$ cat config.mk
export PLATFORM = sky130hd
export DESIGN_NAME = seg7_scan_driver
export DESIGN_NICKNAME = d
export VERILOG_FILES = /design/src/rtl/seg7_scan_driver.sv
export SDC_FILE = /design/constraint.sdc
export NUM_CORES = 1
export LEC_CHECK = 0
export ABC_CLOCK_PERIOD_IN_PS = 2800
export CORE_ASPECT_RATIO = 0.9
export CORE_MARGIN = 1
export CORE_UTILIZATION = 56
export CTS_CLUSTER_SIZE = 40
export DETAILED_ROUTE_END_ITERATION = 10
export HOLD_SLACK_MARGIN = 0.12
export PLACE_DENSITY = 0.8
export SETUP_SLACK_MARGIN = 0.2
export SLEW_MARGIN = 0
export SYNTH_ARGS = -nofsm -noshare
export SYNTH_HDL_FRONTEND = slang
export SYNTH_SLANG_ARGS = --single-unit
$ cat constraint.sdc
create_clock -name eclk -period 2.8 [get_ports eclk]
set_input_delay 0.7 -clock eclk [delete_from_list [all_inputs] [get_ports eclk]]
set_output_delay 0.7 -clock eclk [all_outputs]
set_load 0.02 [all_outputs]
$ cat src/rtl/seg7_scan_driver.sv
// Four-digit multiplexed seven-segment driver with per-digit blanking gaps,
// leading-zero suppression and frame-synchronous double-buffered value updates.
module seg7_scan_driver #(
  parameter int DIGIT_CYCLES = 50000,
  parameter int BLANK_CYCLES = 2,
  parameter int LZ_SUPPRESS  = 1
) (
  input  logic        eclk,
  input  logic        gsr,
  input  logic [15:0] value,
  input  logic        load,
  input  logic [3:0]  dig_en,
  output logic        CA,
  output logic        CB,
  output logic        CC,
  output logic        CD,
  output logic        CE,
  output logic        CF,
  output logic        CG,
  output logic        ann0,
  output logic        ann1,
  output logic        ann2,
  output logic        ann3,
  output logic        frame
);

  localparam int MAX_CYCLES = (DIGIT_CYCLES > BLANK_CYCLES) ? DIGIT_CYCLES : BLANK_CYCLES;
  localparam int CW         = $clog2(MAX_CYCLES + 1);

  typedef enum logic {
    DRIVE = 1'b0,
    BLANK = 1'b1
  } state_t;

  state_t      state_q, state_d;
  logic [CW-1:0] cnt_q, cnt_d;
  logic [1:0]  digit_q, digit_d;
  logic [15:0] shadow_q, shadow_d;
  logic [15:0] disp_q, disp_d;
  logic        pend_q, pend_d;
  logic        wrap_q, wrap_d;
  logic [6:0]  seg_q, seg_d;
  logic [3:0]  an_q, an_d;
  logic        frame_q, frame_d;

  logic [3:0]  nib;
  logic [15:0] upper;
  logic        shown;

  function automatic logic [6:0] hex_glyph(input logic [3:0] h);
    case (h)
      4'h0: hex_glyph = 7'b0000001;
      4'h1: hex_glyph = 7'b1001111;
      4'h2: hex_glyph = 7'b0010010;
      4'h3: hex_glyph = 7'b0000110;
      4'h4: hex_glyph = 7'b1001100;
      4'h5: hex_glyph = 7'b0100100;
      4'h6: hex_glyph = 7'b0100000;
      4'h7: hex_glyph = 7'b0001111;
      4'h8: hex_glyph = 7'b0000000;
      4'h9: hex_glyph = 7'b0000100;
      4'hA: hex_glyph = 7'b0001000;
      4'hB: hex_glyph = 7'b1100000;
      4'hC: hex_glyph = 7'b0110001;
      4'hD: hex_glyph = 7'b1000010;
      4'hE: hex_glyph = 7'b0110000;
      default: hex_glyph = 7'b0111000;
    endcase
  endfunction

  always_comb begin
    state_d  = state_q;
    cnt_d    = cnt_q;
    digit_d  = digit_q;
    wrap_d   = 1'b0;
    nib      = disp_q[{digit_q, 2'b00} +: 4];
    upper    = disp_q >> {digit_q, 2'b00};
    // Digit 0 always shows, even when the whole value is zero.
    shown    = (digit_q == 2'd0) || (LZ_SUPPRESS == 0) || (upper != 16'h0000);

    case (state_q)
      DRIVE: begin
        if (cnt_q == CW'(DIGIT_CYCLES - 1)) begin
          state_d = BLANK;
          cnt_d   = '0;
        end else begin
          cnt_d = cnt_q + 1'b1;
        end
      end
      default: begin
        if (cnt_q == CW'(BLANK_CYCLES - 1)) begin
          state_d = DRIVE;
          cnt_d   = '0;
          digit_d = digit_q + 2'd1;
          wrap_d  = (digit_q == 2'd3);
        end else begin
          cnt_d = cnt_q + 1'b1;
        end
      end
    endcase

    // Transfer uses the pre-edge shadow; a load on the wrap edge stays pending.
    disp_d   = (wrap_d && pend_q) ? shadow_q : disp_q;
    shadow_d = load ? value : shadow_q;
    pend_d   = pend_q;
    if (wrap_d) pend_d = 1'b0;
    if (load)   pend_d = 1'b1;

    an_d    = 4'hF;
    seg_d   = 7'h7F;
    if (state_q == DRIVE && dig_en[digit_q] && shown) begin
      an_d[digit_q] = 1'b0;
      seg_d         = hex_glyph(nib);
    end
    frame_d = wrap_q;
  end

  always_ff @(posedge eclk) begin
    if (!gsr) begin
      state_q  <= DRIVE;
      cnt_q    <= '0;
      digit_q  <= 2'd0;
      shadow_q <= 16'h0000;
      disp_q   <= 16'h0000;
      pend_q   <= 1'b0;
      wrap_q   <= 1'b0;
      seg_q    <= 7'h7F;
      an_q     <= 4'hF;
      frame_q  <= 1'b0;
    end else begin
      state_q  <= state_d;
      cnt_q    <= cnt_d;
      digit_q  <= digit_d;
      shadow_q <= shadow_d;
      disp_q   <= disp_d;
      pend_q   <= pend_d;
      wrap_q   <= wrap_d;
      seg_q    <= seg_d;
      an_q     <= an_d;
      frame_q  <= frame_d;
    end
  end

  assign {CA, CB, CC, CD, CE, CF, CG} = seg_q;
  assign {ann3, ann2, ann1, ann0}     = an_q;
  assign frame                        = frame_q;

endmodule
==> results of run 1 <==
## through the flow
stage / total power [uW] / hold WS, ps / cells / utilization, % / setup WS [ps]
global route: 2058 / 488.9 / 427 / 70.01 / 292.8
floorplan: 1048 / 411.8 / 323 / - / 534.0
finish: 1986 / 471.4 / 427 / 70.01 / 558.5
CTS: 2007 / 479.3 / 427 / 70.01 / 535.0
detailed placement: 1108 / 462.2 / 411 / 65.70 / 276.6
global placement: 1104 / 449.6 / 411 / 65.70 / 306.9
## worst max-delay path, stage by stage, from the launching register on
cell and delay [ps]:
dfxtp_1 550, mux4_2 430, inv_1 150, ha_1 220
nor4b_1 210, o21ai_0 120, a22o_1 350, o211ai_1 120
## cells in the mapped netlist, drive strengths merged
cell / n
o21a: 2
xnor2: 9
nor2b: 4
or3b: 1
and2: 5
nand3: 7
a22oi: 2
mux2: 2
a22o: 1
nor2: 25
and4: 2
o22ai: 1
clkinv: 3
or3: 2
o21bai: 2
a211oi: 3
and3: 3
o31ai: 17
a21oi: 18
buf: 9
a21o: 1
o21ai: 5
nand2: 16
clkbuf: 13
mux2i: 20
or4: 1
xor2: 3
o211ai: 2
dfxtp: 65
ha: 11
nor4b: 3
o41ai: 1
nand4: 24
mux4: 5
nor3: 15
inv: 9
nor4: 9
nand3b: 2
## flip-flops by register name (all words and copies together) (netlist names)
name and flops:
cnt_q 16, state_q 1, an_q 4, frame 1, digit_q 2, pend_q 1, shadow_q 16, frame_d 1
seg_q 7, disp_q 16
## final cells by class
| type | count | area, sq um | share of cell area [%] |
|---|---|---|---|
| clock buffers | 10 | 137.6 | 3.719 |
| clock inverters | 6 | 90.09 | 2.434 |
| inverters | 12 | 45.04 | 1.217 |
| multi-input cells | 224 | 1635 | 44.19 |
| flip-flops and latches | 65 | 1301 | 35.16 |
| well taps | 67 | 83.83 | 2.265 |
| repair buffers | 43 | 407.9 | 11.02 |
## power by group
part	switching, uW	internal, uW
clock network	371	528
registers	14.5	948
logic	60.0	64.5
## cells by family (layout without fill, tap and decap cells)
logic type	count (synthesis)	after routing	synth area share [%]
flip-flops	65	65	42.12
AO/OA/AOI/OAI	55	55	11.83
buffers and inverters	34	71	4.941
multiplexers	27	27	10.85
XOR/XNOR	12	12	3.402
adder cells (fa/ha/maj)	11	11	4.455
AND/OR/NAND/NOR	119	119	22.40
## how the worst min path moves through the flow
stage	startpoint	end	slack [ps]	depth (start not counted)
2_1_floorplan	frame_d	frame	410	1
3_3_place_gp	frame_d	frame	450	1
3_5_place_dp	shadow_q[10]	disp_q[10]	460	2
4_1_cts	shadow_q[7]	disp_q[7]	480	2
5_1_grt	frame_d	frame	490	1
6_report	frame_d	frame	470	1
## metal layers
layer	routed length, um	GRT usage, %	vias to the layer above
li1	-	-	1252
met1	2819	30.59	1166
met4	123	10.52	0
met3	297	8.428	11
met5	0	0	-
met2	3064	39.70	73
==> metrics, run 1 <==
minimum clock period 2242 ps; Syn. warnings 0; share of the synthesized area in the top cell type ~42%; Hold Fails Final Rpt 0; CTS Root Cell clkbuf_8; Worst Setup End Kind flip-flop; Synth area leader dfxtp_1; # clock sinks 65; CP required 3080 ps; initial core utilization 58.44%; 1st-pass router iterations 4; first-pass GRT wire length around 11000 um; Tot GR Track Use roughly a quarter; fin crit share 80.05%; layout cells sized above 1 11.39%; leakage 0.001313 uW; post_cts resized 0; Fin Clk Skew 11.01 ps; Cell Pwr Density roughly 540 mW/mm^2; hold_buf cts 0; Tightest Pin Transition 678.4 ps; Final Cell Area 0.003701 sq mm; Routed Antenna Nets 0; Worst Setup SP digit_q[1]; Mean Syn Cell Area 9.564 sq um; status finished, final reports clean; Ports 35; Max Slew Vio Count 0; # DRC 0; syn_nets 357; Synth cell types 48; drt total wl approximately 6300 um; most common cell after layout, fill and taps aside dfxtp_1; Fin Setup TNS 0 ps; Syn Std Cell Area 0.003089 sq mm; # rows 25; VDD IR max 0.0004483 V; sequential area share after synthesis a little over two fifths; Crit Path Class reg2reg; Post CTS Setup Buffer Count 0; f_max 446.1 MHz; R2R Path End seg_q[2]; # fillers between 400 and 500; Ant. Diodes 0; top post-synthesis cells by area dfxtp_1 42%, mux2i_1 6.5%, nand4_1 4.7%; reg2reg start digit_q[1]; Worst Setup EP seg_q[2]; CTS max path bufs 2; CTS tree yes; die width 80.29 um; Max-Slew Margin vs Limit roughly 55%; Final Wtd Congestion 0.8556; Post-Synthesis Cells between 300 and 400; Setup Viol. Count Final 0; CP max FO 11; die extent in y just over 70 um; nets@finish between 300 and 400; port buffer count 34; vias in the first global route between 2000 and 2500; Post-DP HPWL ~4300 um; placed inst area between 0.003 and 0.004 sq mm; commonest cells after routing, fill and taps aside 65 x dfxtp_1, 34 x clkdlybuf4s50_1, 25 x nor2_1; register bit total from synthesis 65; RSZ-0062 raised after global routing no; global route overflow 0; initial antenna violation count 0; Reg2Reg Depth 7; register clock-pin slew on the reported worst setup and hold paths 70 ps; Synth-to-Final Area Change 19.81%; DR vias about 2500; core area 0.005286 sq mm; initial DRC count 110; vias per cell 5.859; largest net degree at the start of global routing 35; clk_lat worst skew 360 ps; H-Tree Level Count 3; CP Data Arrival Time ~2500 ps; Num CTS Buffers 9; worst reg2reg setup slack 560 ps; wire per inst between 10 and 15 um; die footprint approximately 0.0058 sq mm; crit start category flip-flop; worst min path class reg2reg; max_cap viols 0
Power figures use the tool's default switching activity.
==> run 2: changes to the inputs <==
--- a/config.mk
+++ b/config.mk
@@ -5,7 +5,7 @@
 export SDC_FILE = /design/constraint.sdc
 export NUM_CORES = 1
 export LEC_CHECK = 0
-export ABC_CLOCK_PERIOD_IN_PS = 2800
+export ABC_CLOCK_PERIOD_IN_PS = 2100
 export CORE_ASPECT_RATIO = 0.9
 export CORE_MARGIN = 1
 export CORE_UTILIZATION = 56
==> constraint.sdc (replaced) <==
create_clock -name eclk -period 2.1 [get_ports eclk]
set_input_delay 0.525 -clock eclk [delete_from_list [all_inputs] [get_ports eclk]]
set_output_delay 0.525 -clock eclk [all_outputs]
set_load 0.02 [all_outputs]
==> run 2 against run 1 <==
- first-iteration DRC count rose by 42%
- utilization increased by 2.9 points
- critical path type unchanged
- via count grew 1.8%
- non-clock buffer count increased by 14
- fmax increased by 11%
- largest cell class unchanged
- combinational power increased by 40%
==> metrics, run 2 (synthesis results as in run 1) <==
status finished, final reports clean; Worst Hold Path EP frame; Ant. Diodes 0; VDD IR max 0.0005886 V; sequential share of power 49.0%; CTS max path bufs 2; largest registers in the final layout cnt_q: 16 flops, disp_q: 16 flops, shadow_q: 16 flops; port buffer count 34; dpl ws -121.4 ps; Setup WS post-layout 78.80 ps; max_cap viols 0; drt total wl 6673 um; # fillers 398; Fin Clk Skew 9.475 ps; Cell Pwr Density 677.9 mW/mm^2; reg2reg start digit_q[0]; global route overflow 0; Tot GR Track Use 25.73%; Worst Setup End Kind flip-flop; H-Tree Level Count 3; core area approximately 0.0053 sq mm; worst reg2reg setup slack around 79 ps; Post-DP HPWL 4455 um; Worst Setup SP digit_q[0]; combinational power share between 6 and 7%; Tightest Pin Transition 464.8 ps; Max Slew Vio Count 0; Routed Antenna Nets 0; metal2 WL 3332 um; # clock sinks 65; commonest cells after routing, fill and taps aside 64 x dfxtp_1, 34 x clkdlybuf4s50_1, 25 x nor2_1; largest net degree at the start of global routing 35; first-pass GRT wire length 11400 um; multi-input logic area 0.001672 sq mm; hold depth 1; CTS Root Cell clkbuf_8; die footprint approximately 0.0058 sq mm; Crit Path Class reg2reg; Final Cell Area 0.003856 sq mm; Max-Slew Margin vs Limit 68.78%; top sig layer met4; Switching Share 22.34%; Reg2Reg Depth 8; Pwr Total around 2600 uW; worst min path class reg2reg; R2R Path End seg_q[2]; CP required 2380 ps; Num CTS Buffers 9; RSZ-0062 raised after global routing yes; f_max 494.8 MHz; DR vias 2547; 1st-pass router iterations 4; most common cell after layout, fill and taps aside dfxtp_1; layout cells sized above 1 16.04%; vias in the first global route between 2000 and 2500; Fin Setup TNS 0 ps; # rows 25; wire per inst 15.13 um; initial core utilization between 50% and 60%; placed inst area 0.003558 sq mm; initial DRC count 156; leakage 0.001407 uW; placed cells between 400 and 500; P_int roughly 2000 uW; CTS tree yes; clk_lat worst skew 350 ps; Setup Viol. Count Final 0; minimum clock period 2021 ps; initial antenna violation count 0; register clock-pin slew on the reported worst setup and hold paths 70 ps; Final Wtd Congestion 0.8773; fin crit share 96.25%; hold_buf cts 0; CP max FO 11; die width roughly 80 um; CP Data Arrival Time 2300 ps; WL met3 328 um; die extent in y 72.46 um; Hold Startpoint frame_d; # DRC 0; register area 0.001305 sq mm; Synth-to-Final Area Change 24.83%; Final Non-Filler Cells around 440; nets@finish roughly 400; Hold Fails Final Rpt 0; Clock power frac about 44%; vias per cell 5.776; crit start category flip-flop; Ports 35; M1 WL 2882 um; switching power 584.1 uW
## run 2: changes by cell type in the layout (fill, tap and decap cells not counted), sizes merged
| cell | before | now |
|---|---|---|
| buf | 9 | 23 |
## run 2: timing repair
| action | CTS | global route |
|---|---|---|
| setup buffers | 4 | 3 |
| gates resized for setup | 3 | 2 |
| setup endpoints to repair | 11 | 14 |
## run 2: per-stage QoR
stage	util [%]	hold WS, ps
floorplan	-	411.8
global placement	67.31	446.2
detailed placement	67.31	443.6
CTS	72.28	457.3
global route	72.95	481.7
finish	72.95	450.0
## run 2: worst max-delay path: stages (launching register included)
cell and delay (ps):
dfxtp_4 380, mux4_2 560, inv_4 90, ha_4 140, nor4b_4 190, o21ai_1 100
a22o_1 250, buf_12 150, o211ai_1 80
## run 2: power by group through the flow
stage	Combinational (uW)	Sequential, uW	Clock [uW]
2_1_floorplan	83.7	1320	0
3_3_place_gp	168	1310	0
3_5_place_dp	172	1310	0
4_1_cts	173	1280	1180
5_1_grt	192	1280	1240
6_report	174	1280	1160
## run 2: how the worst max path moves through the flow
stage | slack, ps | cells after the start | to
final | 80 | 8 | seg_q[2]
after global routing | 4 | 8 | seg_q[2]
after CTS | 100 | 8 | seg_q[2]
after detailed placement | -120 | 6 | seg_q[2]
after global placement | -90 | 6 | seg_q[2]
after floorplan | 60 | 9 | seg_q[0]
## run 2: per-layer routing
layer | GRT usage, % | vias to the layer above
li1 | - | 1279
met1 | 30.73 | 1192
met2 | 41.50 | 59
met3 | 9.686 | 17
met4 | 11.11 | 0
met5 | 0 | -
## run 2: cell type report
cell class,count,share of cell area [%]
well taps,67,2.174
clock buffers,10,3.310
multi-input cells,224,43.35
repair buffers,57,13.63
clock inverters,6,2.369
inverters,12,1.330
flip-flops and latches,65,33.84
